**src/rtl/pipe_pkg.sv**
```systemverilog
// Shared definitions for the pipeline hazard controller: operand-mux select
// encodings, the controller state enum, the shadow-stage payloads and the
// register-match helper.
package pipe_pkg;

   localparam int unsigned REG_W = 5;
   localparam int unsigned SEL_W = 2;

   // EXE operand mux select encodings
   localparam logic [SEL_W-1:0] FWD_REG = 2'b00;
   localparam logic [SEL_W-1:0] FWD_ALU = 2'b01;
   localparam logic [SEL_W-1:0] FWD_WB  = 2'b10;

   typedef enum logic [1:0] {
      ST_RUN    = 2'd0,
      ST_LSTALL = 2'd1,
      ST_FLUSH  = 2'd2,
      ST_FREEZE = 2'd3
   } hz_state_e;

   // Destination info of the instruction held in the EXE stage
   typedef struct packed {
      logic [REG_W-1:0] rd;
      logic             regwrite;
      logic             memread;
   } ex_shadow_t;

   // Destination info of the instructions held in the MEM and WB stages
   typedef struct packed {
      logic [REG_W-1:0] rd;
      logic             regwrite;
   } wr_shadow_t;

   // True when a source index is produced by a writing instruction; x0 never matches
   function automatic logic reg_hit(input logic [REG_W-1:0] rs,
                                    input logic [REG_W-1:0] rd,
                                    input logic             wr);
      return wr && (rd != '0) && (rs == rd);
   endfunction

endpackage

```
**src/rtl/fwd_sel_calc.sv**
```systemverilog
// Next forward-select for one ID-stage source operand.
// Ports: rs (source index), ex_rd/ex_regwrite and mem_rd/mem_regwrite (shadow
// destinations of the two older in-flight instructions), next_sel_c (select the
// operand needs once it reaches EXE).
module fwd_sel_calc
   import pipe_pkg::*;
(
   input  logic [4:0] rs,
   input  logic [4:0] ex_rd,
   input  logic       ex_regwrite,
   input  logic [4:0] mem_rd,
   input  logic       mem_regwrite,
   output logic [1:0] next_sel_c
);

   // The instruction now in EX will sit in MEM (ALU result bypass) when this
   // operand reaches EXE; the one now in MEM will be in WB. Youngest wins.
   always_comb begin
      next_sel_c = FWD_REG;
      if (reg_hit(rs, ex_rd, ex_regwrite)) begin
         next_sel_c = FWD_ALU;
      end else if (reg_hit(rs, mem_rd, mem_regwrite)) begin
         next_sel_c = FWD_WB;
      end
   end

endmodule

```
**src/rtl/hazard_ctrl.sv**
```systemverilog
// Pipeline hazard controller: load-use stall, taken-branch flush, memory-wait
// freeze and registered EXE operand forward selects.
// Ports: clk, rstn (synchronous active-low); id_* decode of the ID-stage
// instruction; ex_branch_taken; mem_wait; rs1/rs2_fwd_sel (registered EXE mux
// selects); pc_hold, ifid_hold, ifid_flush, idex_bubble (combinational, act in
// the detecting cycle); stall_cnt, flush_cnt (saturating event counters).
module hazard_ctrl
   import pipe_pkg::*;
#(
   parameter int unsigned CNT_W = 16
) (
   input  logic             clk,
   input  logic             rstn,
   input  logic             id_valid,
   input  logic [4:0]       id_rs1,
   input  logic [4:0]       id_rs2,
   input  logic [4:0]       id_rd,
   input  logic             id_use_rs1,
   input  logic             id_use_rs2,
   input  logic             id_regwrite,
   input  logic             id_memread,
   input  logic             ex_branch_taken,
   input  logic             mem_wait,
   output logic [1:0]       rs1_fwd_sel,
   output logic [1:0]       rs2_fwd_sel,
   output logic             pc_hold,
   output logic             ifid_hold,
   output logic             ifid_flush,
   output logic             idex_bubble,
   output logic [CNT_W-1:0] stall_cnt,
   output logic [CNT_W-1:0] flush_cnt
);

   hz_state_e        state_q;
   hz_state_e        mode_c;
   ex_shadow_t       ex_q;
   wr_shadow_t       mem_q;
   wr_shadow_t       wb_q;
   logic [SEL_W-1:0] rs1_next_c;
   logic [SEL_W-1:0] rs2_next_c;
   logic             load_use_c;

   fwd_sel_calc u_fwd_rs1 (
      .rs           (id_rs1),
      .ex_rd        (ex_q.rd),
      .ex_regwrite  (ex_q.regwrite),
      .mem_rd       (mem_q.rd),
      .mem_regwrite (mem_q.regwrite),
      .next_sel_c   (rs1_next_c)
   );

   fwd_sel_calc u_fwd_rs2 (
      .rs           (id_rs2),
      .ex_rd        (ex_q.rd),
      .ex_regwrite  (ex_q.regwrite),
      .mem_rd       (mem_q.rd),
      .mem_regwrite (mem_q.regwrite),
      .next_sel_c   (rs2_next_c)
   );

   // ID instruction needs a value still being loaded by the EX instruction
   always_comb begin
      load_use_c = id_valid && ex_q.memread &&
                   ((id_use_rs1 && reg_hit(id_rs1, ex_q.rd, 1'b1)) ||
                    (id_use_rs2 && reg_hit(id_rs2, ex_q.rd, 1'b1)));
   end

   // Mode of the current cycle and its pipeline controls. The cycle that
   // detects an event is the stall/flush cycle itself; the state register
   // stops a one-cycle stall or flush from re-triggering on the bubble behind it.
   always_comb begin
      mode_c      = ST_RUN;
      pc_hold     = 1'b0;
      ifid_hold   = 1'b0;
      ifid_flush  = 1'b0;
      idex_bubble = 1'b0;
      if (rstn) begin
         if (mem_wait) begin
            mode_c = ST_FREEZE;
         end else if (ex_branch_taken && (state_q != ST_FLUSH)) begin
            mode_c = ST_FLUSH;
         end else if (load_use_c && (state_q != ST_LSTALL)) begin
            mode_c = ST_LSTALL;
         end
      end
      case (mode_c)
         ST_LSTALL: begin
            pc_hold     = 1'b1;
            ifid_hold   = 1'b1;
            idex_bubble = 1'b1;
         end
         ST_FLUSH: begin
            ifid_flush  = 1'b1;
            idex_bubble = 1'b1;
         end
         ST_FREEZE: begin
            pc_hold   = 1'b1;
            ifid_hold = 1'b1;
         end
         default: ;
      endcase
   end

   // State, shadow stages, EXE selects and counters
   always_ff @(posedge clk) begin
      if (!rstn) begin
         state_q     <= ST_RUN;
         ex_q        <= '0;
         mem_q       <= '0;
         wb_q        <= '0;
         rs1_fwd_sel <= FWD_REG;
         rs2_fwd_sel <= FWD_REG;
         stall_cnt   <= '0;
         flush_cnt   <= '0;
      end else begin
         state_q <= mode_c;
         if (mode_c != ST_FREEZE) begin
            mem_q <= '{rd: ex_q.rd, regwrite: ex_q.regwrite};
            wb_q  <= mem_q;
            if ((mode_c == ST_RUN) && id_valid) begin
               ex_q        <= '{rd: id_rd, regwrite: id_regwrite, memread: id_memread};
               rs1_fwd_sel <= rs1_next_c;
               rs2_fwd_sel <= rs2_next_c;
            end else begin
               ex_q        <= '0;
               rs1_fwd_sel <= FWD_REG;
               rs2_fwd_sel <= FWD_REG;
            end
         end
         if ((mode_c == ST_LSTALL) && (stall_cnt != '1)) begin
            stall_cnt <= stall_cnt + CNT_W'(1);
         end
         if ((mode_c == ST_FLUSH) && (flush_cnt != '1)) begin
            flush_cnt <= flush_cnt + CNT_W'(1);
         end
      end
   end

   // WB shadow trails MEM by one stage; WB-vs-ID hazards are left to the regfile bypass
   wb_follows_mem: assert property (@(posedge clk) disable iff (!rstn)
      (mode_c != ST_FREEZE) |=> (wb_q == $past(mem_q)));

endmodule

```
**config.mk**
```make
export PLATFORM = sky130hd
export DESIGN_NAME = hazard_ctrl
export DESIGN_NICKNAME = d
export VERILOG_FILES = /design/src/rtl/pipe_pkg.sv /design/src/rtl/fwd_sel_calc.sv /design/src/rtl/hazard_ctrl.sv
export SDC_FILE = /design/constraint.sdc
export NUM_CORES = 1
export LEC_CHECK = 0
export BUFFER_PORTS_ARGS = -buffer_cell sky130_fd_sc_hd__buf_2
export CAP_MARGIN = 20
export CORE_MARGIN = 2
export CORE_UTILIZATION = 24
export CTS_CLUSTER_DIAMETER = 50
export DETAILED_ROUTE_END_ITERATION = 6
export HOLD_SLACK_MARGIN = 0.05
export SLEW_MARGIN = 20
export SYNTH_ARGS = -nofsm -noshare
export SYNTH_HDL_FRONTEND = slang
export SYNTH_SLANG_ARGS = --single-unit
```
**constraint.sdc**
```tcl
create_clock -name clk -period 2.7 [get_ports clk]
set_clock_uncertainty 0.1 [all_clocks]
set_input_delay 0.27 -clock clk [delete_from_list [all_inputs] [get_ports clk]]
set_output_delay 0.27 -clock clk [all_outputs]
set_load 0.05 [all_outputs]
```
Word-level counts from Yosys, hierarchy flattened
Index checks and enable logic that the tools add are counted.
{"block": "totals", "ff_bits": 51, "in_bits": 24, "out_inout_bits": 40, "word_cells": 61}
{"block": "op_classes", "n_addsub": 2, "n_eq_ne": 12, "mux": 14, "n_reduce_logical": 23}
{"op": "$add 16x1->16 const B", "count": 2}
{"op": "$ne 16x16->1 const B", "count": 2}
{"op": "$eq 5x5->1", "count": 4}
{"op": "$mux 2", "count": 9}
{"op": "$logic_and 1x1->1", "count": 17}
{"op": "$reduce_bool 5->1", "count": 2}
{"op": "$mux 7", "count": 1}
{"op": "$eq 2x2->1 const B", "count": 2}
{"op": "$mux 1", "count": 4}
{"op": "$ne 2x2->1 const B", "count": 2}
{"op": "$reduce_or 2->1", "count": 2}
{"op": "$eq 2x1->1 const B", "count": 1}
{"op": "$logic_not 2->1", "count": 1}
{"op": "$ne 2x1->1 const B", "count": 1}
{"op": "$logic_or 1x1->1", "count": 1}

Longest topological paths before layout
Gate-level depths: netlist of the first run.
{"block": "depth", "word_depth": 13, "depth_mapped": 12, "depth_no_buf": 11}

Cells and area by module
A second synthesis of the first run with hierarchy kept.
{"block": "hier_totals", "hier_cells": 299, "area_unflattened_um2": 2660.1}
{"module": "hazard_ctrl", "instances": 1, "cells_per_inst": 259, "area_per_inst_um2": 2357.3, "seq_area_each_um2": 1021.0}
{"module": "fwd_sel_calc", "instances": 2, "cells_per_inst": 20, "area_per_inst_um2": 151.4, "seq_area_each_um2": 0.0}

Least setup slack after synthesis of the first run
No wires, ideal clock.
{"block": "synth_path", "kind": "register -> register", "startpoint": "register ex_q[4] (netlist name)", "endpoint": "register stall_cnt[13]", "setup_time_ps": 128, "arrival_time_ps": 4238, "t_required_ps": 2472, "slack_ps": -1765, "path_stages_with_launch": 12, "n_path_buf": 0, "period_less_slack_ps": 4465, "cell_sequence": "dfxtp_1 -> xor2_1 -> nor3_1 -> nand3_1 -> o22a_1 -> o41ai_1 -> ha_1 -> and3_2 -> nor3b_1 -> nand4_1 -> xor2_1 -> nor2_1"}
{"block": "synth_between", "elab_chain_len": 12, "word_cells_on_any_way": 16, "cone_classes": "eq/ne (3); mux (4); reduce/logical (9)"}
{"item": "start: declaration", "line": "hazard_ctrl.sv:36", "text": "ex_shadow_t ex_q;"}
{"item": "start signal: assignment", "line": "hazard_ctrl.sv:121", "text": "ex_q <= '{rd: id_rd, regwrite: id_regwrite, memread: id_memread};"}
{"item": "$eq 5x5->1 or $reduce_bool 5->1 (tied branches)", "line": "pipe_pkg.sv:38", "text": "return wr && (rd != '0) && (rs == rd);"}
{"item": "$logic_and 1x1->1", "line": "pipe_pkg.sv:38"}
{"item": "$logic_and 1x1->1, on equally long branches", "line": "hazard_ctrl.sv:64, hazard_ctrl.sv:65"}
{"item": "$logic_or 1x1->1 *", "line": "hazard_ctrl.sv:64", "text": "((id_use_rs1 && reg_hit(id_rs1, ex_q.rd, 1'b1)) ||"}
{"item": "$logic_and 1x1->1 *", "line": "hazard_ctrl.sv:63", "text": "load_use_c = id_valid && ex_q.memread &&"}
{"item": "$logic_and 1x1->1 *", "line": "hazard_ctrl.sv:82", "text": "end else if (load_use_c && (state_q != ST_LSTALL)) begin"}
{"item": "$mux 1 *", "line": "hazard_ctrl.sv:82"}
{"item": "$mux 2 *", "line": "hazard_ctrl.sv:80", "text": "end else if (ex_branch_taken && (state_q != ST_FLUSH)) begin"}
{"item": "$mux 2 *", "line": "hazard_ctrl.sv:78", "text": "if (mem_wait) begin"}
{"item": "$mux 2 *", "line": "hazard_ctrl.sv:77", "text": "if (rstn) begin"}
{"item": "$eq 2x1->1 *", "line": "hazard_ctrl.sv:130", "text": "if ((mode_c == ST_LSTALL) && (stall_cnt != '1)) begin"}
{"item": "$logic_and 1x1->1 *", "line": "hazard_ctrl.sv:130"}
{"item": "end signal: assignment", "line": "hazard_ctrl.sv:131", "text": "stall_cnt <= stall_cnt + CNT_W'(1);"}
{"item": "end: declaration", "line": "hazard_ctrl.sv:30", "text": "output logic [CNT_W-1:0] stall_cnt,"}
Every way passes the cells marked *; elsewhere a longest branch is shown, timed or not.
A chain may end at the register's enable or synchronous reset.

Worst setup path in the final report of the first run
{"block": "layout_path", "startpoint": "register ex_q[5] (netlist name)", "endpoint": "output port idex_bubble"}
{"block": "layout_between", "elab_chain_len": 13, "word_cells_on_any_way": 18, "cone_classes": "eq/ne (4); mux (5); reduce/logical (9)"}
{"item": "$eq 5x5->1 or $reduce_bool 5->1 (tied branches)", "line": "pipe_pkg.sv:38"}
{"item": "$logic_and 1x1->1", "line": "pipe_pkg.sv:38"}
{"item": "$logic_and 1x1->1, on equally long branches", "line": "hazard_ctrl.sv:64, hazard_ctrl.sv:65"}
{"item": "$logic_or 1x1->1 *", "line": "hazard_ctrl.sv:64"}
{"item": "$logic_and 1x1->1 *", "line": "hazard_ctrl.sv:63"}
{"item": "$logic_and 1x1->1 *", "line": "hazard_ctrl.sv:82"}
{"item": "$mux 1 *", "line": "hazard_ctrl.sv:82"}
{"item": "$mux 2 *", "line": "hazard_ctrl.sv:80"}
{"item": "$mux 2 *", "line": "hazard_ctrl.sv:78"}
{"item": "$mux 2 *", "line": "hazard_ctrl.sv:77"}
{"item": "$eq 2x1->1 or $eq 2x2->1 (tied branches)", "line": "hazard_ctrl.sv:86", "text": "case (mode_c)"}
{"item": "$reduce_or 2->1 (no line) *"}
{"item": "$mux 1 *", "line": "hazard_ctrl.sv:86"}
{"item": "end: declaration", "line": "hazard_ctrl.sv:29", "text": "output logic idex_bubble,"}
Marks and branches as above.

==> metrics.txt, run 1 <==
DRC errors left 0; worst min path class in2reg; FILL cells about 1.1k; CTS Buf Count 5; final worst slack roughly 26 ps; final core occ between 30 and 40%; first-pass GRT wire length about 11 mm; setup TNS 0 ps; Total Wirelength between 6 and 7 mm; layout cells sized above 1 about a third; Final Non-Filler Cells just over 500; Total Power between 1 and 1.5 mW; Die W ~110 um; Clk pwr share roughly 33%; YS warnings 0; DR WL/cell 13.3 um; Post-DP Area approximately 3200 um2; Synth cell types 48; detailed placer's ending HPWL ~5.0 mm; antenna-violating nets left 0; Synth area leader dfxtp_1; die area around 11000 um2; TritonCTS clock tree done; final hold slack ~86 ps; antenna cell count 0; DR pass1 iterations 4; number of synthesized flops with an enable pin 0; Fmax achieved roughly 370 MHz; deepest clock path buffer count 2; Avg Inst Size Synth 8.78 um2; worst r2r src ex_q[5]$_SDFFE_PN0P_; gpl congestion between 0.8 and 0.9; Yosys reg bits slightly above 50; Initial Util about a quarter; register area share after synthesis roughly two fifths; CTS Hold Buffers Added 0; post-route cell area 3360 um2; post-synth net total approximately 320; top cell type's share of synthesized area 40.1%; area grow syn2layout 32.1%; count of input and output buffers 63; CP Launch Type flop; pwr dens roughly 420 nW/um2; RSZ-0062 raised after global routing true; initial drt markers 130; CP required ~2300 ps; Rel. slew slack a little under three quarters; Reg area around 1000 um2; H-tree levels 2; die height approximately 110 um; final count of hold timing violations 0; commonest non-fill, non-tap cell in the layout buf_2; clk root buf clkbuf_8; Post-Synthesis Cells 290; clk_lat worst skew approximately 300 ps; row count 37; Period minus WS final 2670 ps; Async S/R FF share, synth 0%; fin crit share approximately 100%; Reg power frac a little under three fifths; Internal approximately 1.0 mW; Critical Path End Type primary output; sw frac between 20% and 30%; CTS clk-pin slew, worst paths 90 ps; most frequent cells in the layout 61 x buf_2, 49 x dfxtp_1, 34 x nor2_1, 25 x xor2_1, 24 x buf_4; R2R cell count 11; Logic pwr share roughly 12%; initial antenna violation count 0; peak supply drop 195 uV; core box area 10300 um2; placed insts ~500; R2R setup slack approximately 26 ps; Leak between 1.5 and 2 nW; top cells by area, synth dfxtp_1 40%, xor2_1 8.6%, nor2_1 5.2%; Nets around 400; synthesized area 2550 um2; vias in the first global route 2219; global-route usage over all layers a little under an eighth; worst slack at placement -72.0 ps; Critical Setup Path Class reg2out; Worst Setup EP idex_bubble; MaxCap Viol Count 0; Via Count approximately 2.4k; Final Setup Violations 0; largest net degree at the start of global routing 34; multi-input logic area 1510 um2; critical path startpoint ex_q[5]$_SDFFE_PN0P_; Post-synth top flop dfxtp_1; clk sinks between 50 and 60; Final Max Tran Viols 0; Psw between 300 and 400 uW; maximum net fanout on the critical path 3; GR Overflow Total 0; io pins 64; Crit path arrival time 2300 ps; Least-Margin Pin Slew 431 ps; FF-to-FF End stall_cnt[11]$_SDFFE_PN0P_; Vias/cell approximately 4.7; run status complete, no violations
-- layer usage --
metal	global-route usage, %	wire, um	up-vias
li1	-	-	1214
met1	16.7	3300	1109
met2	19.0	3180	58
met3	2.13	293	2
met4	2.32	19	0
met5	0	0	-
-- critical path, cell delays in order (launching register included) --
cell	delay, ps
dfxtp_4	370
xor2_1	140
nor3_1	170
nand3_1	110
o22a_2	280
buf_6	130
o41a_1	330
ha_1	320
buf_6	160
-- flip-flops by register name, summed over array words and instances, names as in the netlist --
signal       cells
ex_q             7
flush_cnt       16
mem_q            6
rs1_fwd_sel      2
rs2_fwd_sel      2
stall_cnt       16
state_q          2
-- kinds of logic (layout without fill, tap and decap cells) --
group	count (synthesis)	count (layout)	synth area share [%]
AND/OR/NAND/NOR	133	133	27.4
flip-flops	51	51	40.1
AO/OA/AOI/OAI	42	42	11.5
XOR/XNOR	37	37	12.7
buffers and inverters	16	102	3.44
multiplexers	6	6	2.36
adder cells (fa/ha/maj)	5	5	2.46
-- worst min path at each step --
| stage | startpoint | end | slack (ps) | cells past startpoint |
|---|---|---|---|---|
| 6_report | id_rd[3] | ex_q[5]$_SDFFE_PN0P_ | 90 | 2 |
| 4_1_cts | id_rd[3] | ex_q[5]$_SDFFE_PN0P_ | 70 | 2 |
| 5_1_grt | id_rd[2] | ex_q[4]$_SDFFE_PN0P_ | 80 | 2 |
| 2_1_floorplan | id_rd[0] | ex_q[2]$_SDFFE_PN0P_ | 300 | 1 |
| 3_5_place_dp | rs1_fwd_sel[1]$_SDFFE_PN0P_ | rs1_fwd_sel[1]$_SDFFE_PN0P_ | 330 | 2 |
| 3_3_place_gp | rs2_fwd_sel[1]$_SDFFE_PN0P_ | rs2_fwd_sel[1]$_SDFFE_PN0P_ | 330 | 2 |
-- power by group through the flow --
stage / Sequential [mW] / Clock, mW / Combinational [mW]
final: 0.772 / 0.456 / 0.169
after global routing: 0.774 / 0.519 / 0.184
after CTS: 0.772 / 0.483 / 0.167
after detailed placement: 0.791 / 0 / 0.159
after global placement: 0.791 / 0 / 0.157
after floorplan: 0.802 / 0 / 0.0868
-- final cells by class --
cell class | instances | area share, %
timing repair buffer | 90 | 16.2
multi-input combinational | 223 | 45.0
inverter | 5 | 0.558
clock inverter | 1 | 0.260
clock buffer | 6 | 2.45
tap | 136 | 5.06
sequential | 51 | 30.5
-- cells in the mapped netlist, types with 6 or more instances --
cell type	number
nand3_1	20
mux2i_1	6
and3_1	8
a21oi_1	6
nor3_1	9
xnor2_1	12
dfxtp_1	51
o21ai_0	9
xor2_1	25
nand4_1	12
a22o_1	7
nor2_1	35
nand2_1	23
-- what timing repair did --
item / CTS / global route
buffers inserted: 1 / 5
pin swaps: 4 / 10
endpoints found under the setup margin: 9 / 25
cloned: 0 / 0
gates resized for setup: 8 / 8
Power figures use the tool's default switching activity.
==> run 2, diff against run 1 <==
- ABC_AREA: unset -> 1
==> metrics.txt, run 2 <==
run status complete, no violations (unchanged); Critical Path End Type primary output (unchanged); die height 115 um (was 107 um); Least-Margin Pin Slew 734 ps (was 431 ps); gpl congestion 0.858 (was 0.853); number of synthesized flops with an enable pin 0 (unchanged); Final Max Tran Viols 0 (unchanged); Die W 115 um (was 107 um); Rel. slew slack 50.7% (was 71.0%); global-route usage over all layers 12.2% (was 11.9%); top cells by area, synth dfxtp_1 35%, nand2_1 19%, nor2_1 7.5% (was dfxtp_1 40%, xor2_1 8.6%, nor2_1 5.2%); Final Setup Violations 0 (unchanged); critical path startpoint ex_q[4]$_SDFFE_PN0P_ (was ex_q[5]$_SDFFE_PN0P_); antenna cell count 0 (unchanged); Leak 1.59 nW (was 1.50 nW); pwr dens 450 nW/um2 (was 415 nW/um2); most frequent cells in the layout 148 x nand2_1, 63 x buf_2, 59 x nor2_1, 56 x inv_1, 51 x dfxtp_1 (was 61 x buf_2, 49 x dfxtp_1, 34 x nor2_1, 25 x xor2_1, 24 x buf_4); TritonCTS clock tree done (unchanged); worst r2r src ex_q[6]$_SDFFE_PN0P_ (was ex_q[5]$_SDFFE_PN0P_); Post-CTS Setup Bufs 0 (was 1); Post-DP Area 3440 um2 (was 3170 um2); MaxCap Viol Count 0 (unchanged); top cell type's share of synthesized area 34.5% (was 40.1%); cts repair resizes 0 (was 8); post-synth net total 488 (was 319); initial antenna violation count 0 (unchanged); YS warnings 0 (unchanged); clk root buf clkbuf_16 (was clkbuf_8); R2R cell count 15 (was 11); initial drt markers 216 (was 130); CTS clk-pin slew, worst paths 80 ps (was 90 ps); fin crit share 88.2% (was 99.0%); Post-synth top flop dfxtp_1 (unchanged); GR Overflow Total 0 (unchanged); io pins 64 (unchanged); post-route cell area 3580 um2 (was 3360 um2); H-tree levels 2 (unchanged); vias in the first global route 2734 (was 2219); CP required 2330 ps (about the same); Via Count 3018 (was 2383); Period minus WS final 2380 ps (was 2670 ps); Synth area leader dfxtp_1 (unchanged); DRC errors left 0 (unchanged); detailed placer's ending HPWL 6.04 mm (was 4.98 mm); DR pass1 iterations 5 (was 4); worst min path class in2reg (unchanged); deepest clock path buffer count 2 (unchanged); count of input and output buffers 63 (unchanged); Crit path arrival time 2010 ps (was 2300 ps); layout cells sized above 1 19.0% (was 31.4%); peak supply drop 191 uV (was 195 uV); CTS Buf Count 5 (unchanged); largest net degree at the start of global routing 17 (was 34); area grow syn2layout 21.2% (was 32.1%); core box area 12000 um2 (was 10300 um2); antenna-violating nets left 0 (unchanged); maximum net fanout on the critical path 5 (was 3); first-pass GRT wire length 12.9 mm (was 11.1 mm); clk sinks 51 (unchanged); Nets 554 (was 405); die area 13200 um2 (was 11500 um2); Initial Util 24.6% (was 24.7%); Fmax achieved 420 MHz (was 374 MHz); synthesized area 2960 um2 (was 2550 um2); Avg Inst Size Synth 6.44 um2 (was 8.78 um2); Yosys reg bits 51 (unchanged); row count 40 (was 37); CP Launch Type flop (unchanged); CTS Hold Buffers Added 0 (unchanged); Critical Setup Path Class reg2out (unchanged); Async S/R FF share, synth 0% (unchanged); commonest cells in the netlist 148 x nand2_1, 59 x nor2_1, 56 x inv_1, 51 x dfxtp_1, 24 x nand3_1 (was 51 x dfxtp_1, 35 x nor2_1, 25 x xor2_1, 23 x nand2_1, 20 x nand3_1); Vias/cell 4.48 (was 4.65); setup TNS 0 ps (unchanged); commonest non-fill, non-tap cell in the layout nand2_1 (was buf_2); Total Wirelength 7.93 mm (was 6.79 mm); Synth cell types 29 (was 48); FF-to-FF End stall_cnt[9]$_SDFFE_PN0P_ (was stall_cnt[11]$_SDFFE_PN0P_); RSZ-0062 raised after global routing false (was true); Post-Synthesis Cells 459 (was 290); register area share after synthesis 34.5% (was 40.1%); final hold slack 69.2 ps (was 86.1 ps); Top Registers flush_cnt: 16 flops, stall_cnt: 16 flops, ex_q: 7 flops (unchanged); clk_lat worst skew 300 ps (about the same); R2R setup slack 440 ps (was 30 ps); most common cell in the synthesized netlist nand2_1 (was dfxtp_1); DR WL/cell 11.8 um (was 13.3 um); Worst Setup EP ifid_flush (was idex_bubble); final count of hold timing violations 0 (unchanged)
==> run 2: cell count changes in the layout (fill, tap and decap cells not counted), sizes merged, moves of 13 or more <==
cell,previous run,this run
nand2,24,155
inv,5,58
nor2,35,65
buf,90,68
a21oi,6,25
o21ai,10,24
xor2,25,12
==> run 2: cell families (layout without fill, tap and decap cells) <==
logic type,after synthesis,after routing,share of synthesized area [%]
adders and majority gates,5,5,2.12
buffers and inverters,66,133,9.14
AOI/OAI and AO/OA,57,57,11.8
DFF,51,51,34.5
and+or+nand+nor,262,262,37.1
xor gates and xnor gates,18,18,5.33
==> run 2: report_power, final <==
group | total [mW] | leakage [nW] | switching, mW | internal, mW
Clock | 0.658 | 0.0675 | 0.309 | 0.349
Combinational | 0.182 | 1.11 | 0.128 | 0.0540
Sequential | 0.772 | 0.412 | 0.0102 | 0.762
Total | 1.61 | 1.59 | 0.447 | 1.16
==> run 2: layout make-up <==
| cell class | instances | area (um2) |
|---|---|---|
| Clock buffer | 6 | 129 |
| Clock inverter | 2 | 16.3 |
| Fill cell | 1330 | 8430 |
| Inverter | 57 | 214 |
| Multi-Input combinational cell | 342 | 1670 |
| Sequential cell | 51 | 1020 |
| Tap cell | 147 | 184 |
| Timing Repair Buffer | 68 | 353 |
==> run 2: critical path, cell delays in order (launching register included) <==
cell	delay, ps
dfxtp_1	330
inv_1	140
nand2_1	90
nand2_1	70
nor2_1	40
nand4_1	90
nand2_1	80
a21oi_1	200
ha_1	340
buf_2	330
==> run 2: layer usage <==
layer  up-vias  track usage (%)  part of all wire, %
li1       1579                -                    -
met1      1375             15.8                   49
met2        52             20.0                   46
met3        12             2.48                  3.6
met4         0             4.58                  1.7
met5         -                0                    0
==> run 2: through the flow <==
step / utilization (%) / cells / total power [mW] / setup WS, ps
floorplan: - / 459 / 0.915 / 354
global placement: 28.6 / 665 / 0.971 / 398
detailed placement: 28.6 / 665 / 0.973 / 395
CTS: 29.8 / 673 / 1.64 / 287
global route: 29.8 / 673 / 1.69 / 54.5
finish: 29.8 / 673 / 1.61 / 320
==> run 2: how the worst min path moves through the flow <==
stage	slack, ps	depth (start not counted)	to	startpoint
finish	70	3	ex_q[6]$_SDFFE_PN0P_	id_rd[4]
global route	80	3	ex_q[5]$_SDFFE_PN0P_	id_rd[3]
CTS	60	3	ex_q[6]$_SDFFE_PN0P_	id_rd[4]
detailed placement	350	2	rs1_fwd_sel[0]$_SDFFE_PN0P_	rs1_fwd_sel[0]$_SDFFE_PN0P_
global placement	350	2	rs1_fwd_sel[0]$_SDFFE_PN0P_	rs1_fwd_sel[0]$_SDFFE_PN0P_
floorplan	280	2	ex_q[1]$_SDFFE_PN0P_	id_regwrite
